`src/rtl/aes_mode_ctrl.sv`:
```
// aes_mode_ctrl
//   Block-cipher mode controller wrapped around one AES core that uses a
//   START/DONE handshake. It adds ECB/CBC/CTR chaining, an input FIFO and
//   valid/ready streaming on both sides, so multi-block messages can be
//   streamed without per-block sequencing of the core.
//
//   Optional feature macro: AES_MODE_BLKCNT_EN
//     defined   : BLK_CNT counts completed output handshakes. It is cleared
//                 by reset and by an accepted IV_LOAD, and saturates at all-ones.
//     undefined : BLK_CNT is tied to 0 and no counter logic is built.
//
// Ports
//   CLK, nRST            clock (rising edge), async active-low reset
//   MODE, ENCDEC, KEY    session settings (0=ECB 1=CBC 2=CTR 3=ECB), latched on IV_LOAD
//   IV, IV_LOAD          initial chain/counter value, one-cycle session start
//   BUSY                 FIFO not empty or FSM not idle
//   IN_VALID/IN_READY    input block handshake, IN_DATA block
//   OUT_VALID/OUT_READY  output block handshake, OUT_DATA block
//   CORE_START           one-cycle start pulse to the core
//   CORE_ENCDEC          core direction (forced to encrypt in CTR)
//   CORE_KEY             latched key
//   CORE_TEXTIN          core operand, held stable from START to DONE
//   CORE_DONE            core completion, honoured only while waiting
//   CORE_TEXTOUT         core result
//   BLK_CNT              completed block count (see macro above)
module aes_mode_ctrl #(
  parameter int unsigned BLOCK_W    = 128,
  parameter int unsigned FIFO_DEPTH = 4,
  parameter int unsigned CTR_W      = 32
) (
  input  logic               CLK,
  input  logic               nRST,
  input  logic [1:0]         MODE,
  input  logic               ENCDEC,
  input  logic [BLOCK_W-1:0] KEY,
  input  logic [BLOCK_W-1:0] IV,
  input  logic               IV_LOAD,
  output logic               BUSY,
  input  logic               IN_VALID,
  output logic               IN_READY,
  input  logic [BLOCK_W-1:0] IN_DATA,
  output logic               OUT_VALID,
  input  logic               OUT_READY,
  output logic [BLOCK_W-1:0] OUT_DATA,
  output logic               CORE_START,
  output logic               CORE_ENCDEC,
  output logic [BLOCK_W-1:0] CORE_KEY,
  output logic [BLOCK_W-1:0] CORE_TEXTIN,
  input  logic               CORE_DONE,
  input  logic [BLOCK_W-1:0] CORE_TEXTOUT,
  output logic [31:0]        BLK_CNT
);

  localparam int unsigned AW = (FIFO_DEPTH > 1) ? $clog2(FIFO_DEPTH) : 1;

  typedef logic [AW-1:0] ptr_t;
  typedef logic [AW:0]   cnt_t;
  localparam cnt_t DEPTH_C = cnt_t'(FIFO_DEPTH);

  typedef enum logic [1:0] {S_IDLE, S_START, S_WAIT, S_OUT} state_t;
  typedef enum logic [1:0] {M_ECB, M_CBC, M_CTR, M_RSV} mode_t;

  state_t             r_state;
  mode_t              r_mode;
  logic               r_core_encdec;
  logic [BLOCK_W-1:0] r_key;
  logic [BLOCK_W-1:0] r_chain;
  logic [BLOCK_W-1:0] r_block;
  logic [BLOCK_W-1:0] r_textin;
  logic [BLOCK_W-1:0] r_out_data;
  logic               r_out_valid;
  logic               r_core_start;
  logic               r_in_ready;

  logic [BLOCK_W-1:0] r_fifo [FIFO_DEPTH];
  ptr_t               r_wptr;
  ptr_t               r_rptr;
  cnt_t               r_count;

  logic               w_busy;
  logic               w_push;
  logic               w_pop;
  logic               w_iv_load;
  cnt_t               w_count_next;
  logic [BLOCK_W-1:0] w_head;
  logic [BLOCK_W-1:0] w_textin;
  logic [BLOCK_W-1:0] w_result;
  logic [BLOCK_W-1:0] w_chain_next;

  assign w_busy    = (r_count != '0) || (r_state != S_IDLE);
  assign w_push    = IN_VALID && r_in_ready;
  assign w_pop     = (r_state == S_IDLE) && (r_count != '0);
  assign w_iv_load = IV_LOAD && !w_busy;
  assign w_head    = r_fifo[r_rptr];

  always_comb begin
    w_count_next = r_count;
    case ({w_push, w_pop})
      2'b10:   w_count_next = r_count + cnt_t'(1);
      2'b01:   w_count_next = r_count - cnt_t'(1);
      default: w_count_next = r_count;
    endcase
  end

  // Core operand chosen at pop time; chain cannot change until DONE because
  // IV_LOAD is refused while busy.
  always_comb begin
    w_textin = w_head;
    case (r_mode)
      M_CBC:   if (!r_core_encdec) w_textin = w_head ^ r_chain;
      M_CTR:   w_textin = r_chain;
      default: w_textin = w_head;
    endcase
  end

  always_comb begin
    w_result     = CORE_TEXTOUT;
    w_chain_next = r_chain;
    case (r_mode)
      M_CBC: begin
        if (r_core_encdec) begin
          w_result     = CORE_TEXTOUT ^ r_chain;
          w_chain_next = r_block;
        end else begin
          w_chain_next = CORE_TEXTOUT;
        end
      end
      M_CTR: begin
        w_result                  = r_block ^ CORE_TEXTOUT;
        w_chain_next[CTR_W-1:0]   = r_chain[CTR_W-1:0] + CTR_W'(1);
      end
      default: begin
        w_result     = CORE_TEXTOUT;
        w_chain_next = r_chain;
      end
    endcase
  end

  // FIFO storage needs no reset: the pointers/count define what is valid.
  always_ff @(posedge CLK) begin
    if (w_push) r_fifo[r_wptr] <= IN_DATA;
  end

  always_ff @(posedge CLK or negedge nRST) begin
    if (!nRST) begin
      r_state       <= S_IDLE;
      r_mode        <= M_ECB;
      r_core_encdec <= 1'b0;
      r_key         <= '0;
      r_chain       <= '0;
      r_block       <= '0;
      r_textin      <= '0;
      r_out_data    <= '0;
      r_out_valid   <= 1'b0;
      r_core_start  <= 1'b0;
      r_in_ready    <= 1'b0;
      r_wptr        <= '0;
      r_rptr        <= '0;
      r_count       <= '0;
    end else begin
      r_count    <= w_count_next;
      r_in_ready <= (w_count_next != DEPTH_C);
      if (w_push) r_wptr <= r_wptr + ptr_t'(1);

      if (w_iv_load) begin
        r_mode        <= mode_t'(MODE);
        r_core_encdec <= (MODE == 2'd2) ? 1'b0 : ENCDEC;
        r_key         <= KEY;
        r_chain       <= IV;
      end

      r_core_start <= 1'b0;
      case (r_state)
        S_IDLE: begin
          if (w_pop) begin
            r_rptr       <= r_rptr + ptr_t'(1);
            r_block      <= w_head;
            r_textin     <= w_textin;
            r_core_start <= 1'b1;
            r_state      <= S_START;
          end
        end
        S_START: r_state <= S_WAIT;
        S_WAIT: begin
          if (CORE_DONE) begin
            r_out_data  <= w_result;
            r_out_valid <= 1'b1;
            r_chain     <= w_chain_next;
            r_state     <= S_OUT;
          end
        end
        S_OUT: begin
          if (OUT_READY) begin
            r_out_valid <= 1'b0;
            r_state     <= S_IDLE;
          end
        end
        default: r_state <= S_IDLE;
      endcase
    end
  end

`ifdef AES_MODE_BLKCNT_EN
  logic [31:0] r_blk_cnt;

  always_ff @(posedge CLK or negedge nRST) begin
    if (!nRST) begin
      r_blk_cnt <= '0;
    end else if (w_iv_load) begin
      r_blk_cnt <= '0;
    end else if ((r_state == S_OUT) && OUT_READY && (r_blk_cnt != '1)) begin
      r_blk_cnt <= r_blk_cnt + 32'd1;
    end
  end

  assign BLK_CNT = r_blk_cnt;
`else
  assign BLK_CNT = '0;
`endif

  assign BUSY        = w_busy;
  assign IN_READY    = r_in_ready;
  assign OUT_VALID   = r_out_valid;
  assign OUT_DATA    = r_out_data;
  assign CORE_START  = r_core_start;
  assign CORE_ENCDEC = r_core_encdec;
  assign CORE_KEY    = r_key;
  assign CORE_TEXTIN = r_textin;

endmodule
```
`config.mk`:
```
export PLATFORM = sky130hd
export DESIGN_NAME = aes_mode_ctrl
export DESIGN_NICKNAME = d
export VERILOG_FILES = /design/src/rtl/aes_mode_ctrl.sv
export SDC_FILE = /design/constraint.sdc
export NUM_CORES = 2
export LEC_CHECK = 0
export CAP_MARGIN = 20
export CORE_MARGIN = 2
export CORE_UTILIZATION = 25
export DETAILED_ROUTE_END_ITERATION = 16
export GPL_TIMING_DRIVEN = 0
export PLACE_DENSITY_LB_ADDON = 0.12
export SLEW_MARGIN = 20
export SYNTH_ARGS = -nofsm -noshare
export SYNTH_HDL_FRONTEND = slang
export SYNTH_SLANG_ARGS = --single-unit
```
`constraint.sdc`:
```
create_clock -name CLK -period 6.9 [get_ports CLK]
set_input_delay 1.035 -clock CLK [delete_from_list [all_inputs] [get_ports CLK]]
set_output_delay 1.035 -clock CLK [all_outputs]
set_load 0.01 [all_outputs]
```
# == Word level (Yosys, flattened, before mapping) ==
# Memory sizes are Yosys's and may differ from the RTL's.
# Index checks and enable logic that the tools add are counted.
# totals
ff_bits,655
ram_bits,512
n_memories,1
word_cells,74
input_bits,521
output_inout_bits,421
# op_classes
muxes,23
n_reduce_logical,13
addsub,5
n_bitwise,3
n_eq_ne,14
# memory_table
name,depth,word_bits,read_ports,rd_clocked_by_memory_dff,write_ports,line_no,text
r_fifo,4,128,1,0,1,75,logic [BLOCK_W-1:0] r_fifo [FIFO_DEPTH];
# ops
cell,count
$mux W128,6
$pmux W128 S2,2
$xor A128 B128 Y128,3
$mux W96,1
$pmux W32 S2,1
$add A32 B1 Y32 const B,1
$eq A2 B2 Y1 const B,5
$pmux W2 S4,1
$mux W1,7
$eq A2 B1 Y1 const B,3
$mux W2,3
$ne A2 B2 Y1 const B,3
$pmux W3 S2,1
$reduce_and A3 Y1,2
$add A2 B1 Y2 const B,2
$ne A4 B2 Y1 const B,1
$reduce_and A2 Y1,2
$reduce_bool A2 Y1,2
$add A3 B1 Y3 const B,1
$logic_and A1 B1 Y1,3
$ne A3 B2 Y1 const B,1
$ne A3 B3 Y1 const B,1
$reduce_bool A3 Y1,1
$sub A3 B1 Y3 const B,1
4 further kinds,4

# == Depth between registers and ports, before layout ==
# logic_depth
ltp_word,7
mapped_depth,14
depth_no_buf,11

# == Worst setup path after synthesis ==
# OpenSTA, ideal clock, no wires.
# synth_timing
path_kind,input to register
start,input IN_VALID
end,memory r_fifo[0][0] (enable)
required_time_ns,6.397
stages,1
arrival_time_ns,4.035
setup_slack_ns,2.362
setup_ns,0.503
cell_sequence,and3_1
# synth_via
elab_chain_len,3
# synth_lines
item,line_no,text
start: declaration,39,"input logic IN_VALID,"
$logic_and A1 B1 Y1,91,assign w_push = IN_VALID && r_in_ready;
$mux W1,141,if (w_push) r_fifo[r_wptr] <= IN_DATA;
$mux W1 (not written as such),141,
end: declaration,75,
# No other way between the ends.

# == Worst setup path in the final report ==
# layout_timing
start,"register r_core_encdec, in the netlist CORE_ENCDEC"
end,register r_chain[31]
# layout_via
elab_chain_len,4
# layout_lines
item,line_no,text
start: declaration,65,logic r_core_encdec;
start signal: assignment,167,r_core_encdec <= (MODE == 2'd2) ? 1'b0 : ENCDEC;
$mux W128,121,if (r_core_encdec) begin
$pmux W32 S2,119,case (r_mode)
$mux W128,185,if (CORE_DONE) begin
$mux W128,173,case (r_state)
end signal: assignment,188,r_chain <= w_chain_next;
end: declaration,67,logic [BLOCK_W-1:0] r_chain;
# No other way between the ends.
# A chain may end at the register's enable or synchronous reset.

==> impl_metrics.yaml <==
clock_network:
  clk-insertion-delay-late_ps: 810
  cts_buf_count: 147
  clock-sinks: 1167
  cts_clock_pin_slew_for_the_worst_setup_and_hold_paths_ps: 60
  post_cts.resized_instances: 0
  clock_tree.buffer_depth: 3
  cts_tree: "done"
  cts_root_buf: "clkbuf_16"
  maximum_level_of_the_cts_h_tree: 4
  postCtsSetupBuffers: 0
  cts-hold-fix-buffers: 0
hold_path:
  worstHoldPathType: "input pin to async pin"
sta:
  fin_skew_ps: 25.67
  maxSlewHeadroom: 0.2787
  tightest_slew_ps: 1082
  finalSetupViolations: 0
  period_share: 0.6777
  final.min_clock_period_ps: 4676
  rsz_0062_raised_after_global_routing: "false"
  achievable-frequency_mhz: 213.8
  timing_max_transition_violations_final: 0
  hold_violations: 0
  hold-worst-slack_ps: 108.3
  setup_tns_ps: 0
pwr:
  ir_worst_vdd_uv: 273.4
  p_per_area_nw_per_um2: 505.0
  leakagePower_uw: 0.02836
synth:
  seq_area_frac_synth: 0.5822
  syn_area_per_cell_um2: 11.85
  count_of_different_cell_masters_after_synthesis: 68
  async_set_or_reset_flop_fraction_in_the_synthesized_netlist: 0.5613
  yosys_most_used_dff: "dfrtp_1"
  synthesis.instances: 4603
  synthTopCellsByArea: "dfrtp_1 30%, edfxtp_1 28%, mux2_2 8.1%"
  post-synth-top-area-cell: "dfrtp_1"
  ys_seq_elements: 1167
  synth_top_area_share: 0.3004
  yosys_warnings: 0
  synth_edf_count: 512
  netlist_area_um2: 54560
layout:
  multi_input_area_um2: 20700
  share_of_cells_above_drive_strength_1: 0.1513
  final_area_um2: 73280
  seqCellArea_um2: 31770
  fillCellCount: 21840
  nNetsFinal: 6264
  areaGrowthSynthToFinish_pct: 34.32
  layout.core_utilization: 0.3378
setup_path:
  timing.critical_path.fanout_max: 10
  crit_type: "flop to flop"
  arrival_ps: 5370
  crit_path_end_kind: "flop"
  critPathLaunchType: "flop"
  critical_path_required_ps: 7600
global_route:
  maximum_number_of_pins_on_one_net_before_global_route_repair: 90
  grt_remaining_overflow: 0
  grt_pass1_vias: 43260
  grt_antenna_before_repair: 117
  grt_pass1_wl_mm: 351.7
  groute.usage.overall: 0.2238
floorplanning:
  die_h_um: 471.2
  num_rows: 171
  core_area_um2: 217000
  floorplan.io_pins: 942
  initial_utilization: 0.2515
  die-area_um2: 222000
  die_w_um: 471.2
route:
  drc: 0
  detail_route.first_pass.iterations: 9
  routed_via_density: 4.929
  routed_wirelength_mm: 254.8
  drt_first_iter_violations: 3475
  vias: 43140
  detail-route-antenna-nets: 0
  post_drt_wl_per_cell_um: 29.11
job:
  max_cap_violations: 0
placement:
  postPlaceCellArea_um2: 68440
  detailed_place_hpwl_mm: 197.1
  gp_congestion: 0.8449
  place.port_buffers: 908
status:
  run_status: "finished, final reports clean"
-- stage by stage --
step | cells | setup slack (ps) | total power, uW
6_report | 8753 | 2224 | 37010
5_1_grt | 8741 | 2254 | 39200
4_1_cts | 8709 | 2168 | 37540
3_5_place_dp | 8435 | 2179 | 29690
3_3_place_gp | 8396 | -29190 | 29370
2_1_floorplan | 4634 | 2362 | 20520
-- power breakdown --
| group | internal, uW | switching [uW] | total [uW] |
|---|---|---|---|
| logic | 7120 | 11000 | 18100 |
| clock network | 4390 | 3270 | 7660 |
| registers | 9710 | 1520 | 11200 |
-- layout make-up --
type	instances	share of cell area
clock buffer	201	0.05493
sequential	1167	0.4335
multi-input combinational	2925	0.2825
antenna	44	0.001503
timing repair buffer	947	0.1382
clock inverter	73	0.009596
inverter	149	0.007632
buffer	393	0.02339
tap	2854	0.04873
-- routing by layer --
layer	wire [um]	up-vias	part of all wire	track usage
met4	8861	86	0.035	0.08106
met2	127800	1575	0.50	0.3897
li1	-	19310	-	-
met1	100200	21730	0.39	0.2658
met3	17400	446	0.068	0.05584
met5	557	-	0.0022	0
-- flip-flops by register name, indices dropped and copies added (netlist names) --
signal,flops
r_state,2
OUT_VALID,1
IN_READY,1
OUT_DATA,128
r_mode,2
r_fifo,512
r_wptr,2
r_chain,128
CORE_TEXTIN,128
CORE_ENCDEC,1
r_block,128
CORE_KEY,128
r_count,3
CORE_START,1
r_rptr,2
-- synth_stat cells, types with 8 or more instances --
master    count
a211oi_1      9
a21oi_1      33
a221oi_1     97
a222oi_1    122
a22oi_1      11
a32oi_1     127
and3_1       10
buf_1        30
buf_2        32
buf_4        38
clkbuf_1    290
dfrtp_1     655
edfxtp_1    512
ha_1         12
inv_1       149
mux2_2      394
mux2i_1     108
mux4_2      128
nand2_1     915
nand3_1      14
nor2_1      236
nor3_1       22
nor4_1        8
o21ai_0     415
o21bai_1    127
o22ai_1      25
xnor2_1       9
-- cells in the final DEF (no fill, tap or decap), types with 149 or more instances in the layout --
| cell type | netlist | layout |
|---|---|---|
| mux2_2 | 394 | 394 |
| nand2_1 | 915 | 915 |
| inv_1 | 149 | 149 |
| clkbuf_16 | 0 | 150 |
| nor2_1 | 236 | 236 |
| dfrtp_1 | 655 | 655 |
| edfxtp_1 | 512 | 512 |
| o21ai_0 | 415 | 415 |
| clkbuf_1 | 290 | 308 |
| clkdlybuf4s50_1 | 0 | 907 |
-- logic make-up after synthesis --
kind of cell,count (synthesis),share of synthesized area
xor+xnor,11,0.001766
fa+ha+maj,13,0.003119
compound gates,1005,0.1287
mux,631,0.1543
simple gates,1233,0.08875
flops,1167,0.5822
buf+inv,542,0.04105
other cells,1,0.00006874
-- path summary, 6_finish.rpt --
kind | slack (ps) | to | startpoint | cells after the start
worst min register to register | 480 | OUT_DATA[97] | OUT_DATA[97] | 2
worst min-delay path | 110 | CORE_KEY[119] | nRST | 1
worst max register to register | 2220 | r_chain[31] | CORE_ENCDEC | 8
max in group asynchronous | 5240 | CORE_TEXTIN[107] | nRST | 4
worst max-delay path | 2220 | r_chain[31] | CORE_ENCDEC | 8
min in group CLK | 480 | OUT_DATA[97] | OUT_DATA[97] | 2
-- critical path, stage by stage, from the launching register on --
cell and delay, ps:
dfrtp_1 350, buf_2 730, buf_2 580, buf_2 650, buf_2 450, clkbuf_1 840
mux2i_1 520, o2bb2ai_1 110, a211o_1 290
(Power assumes the default switching activity.)
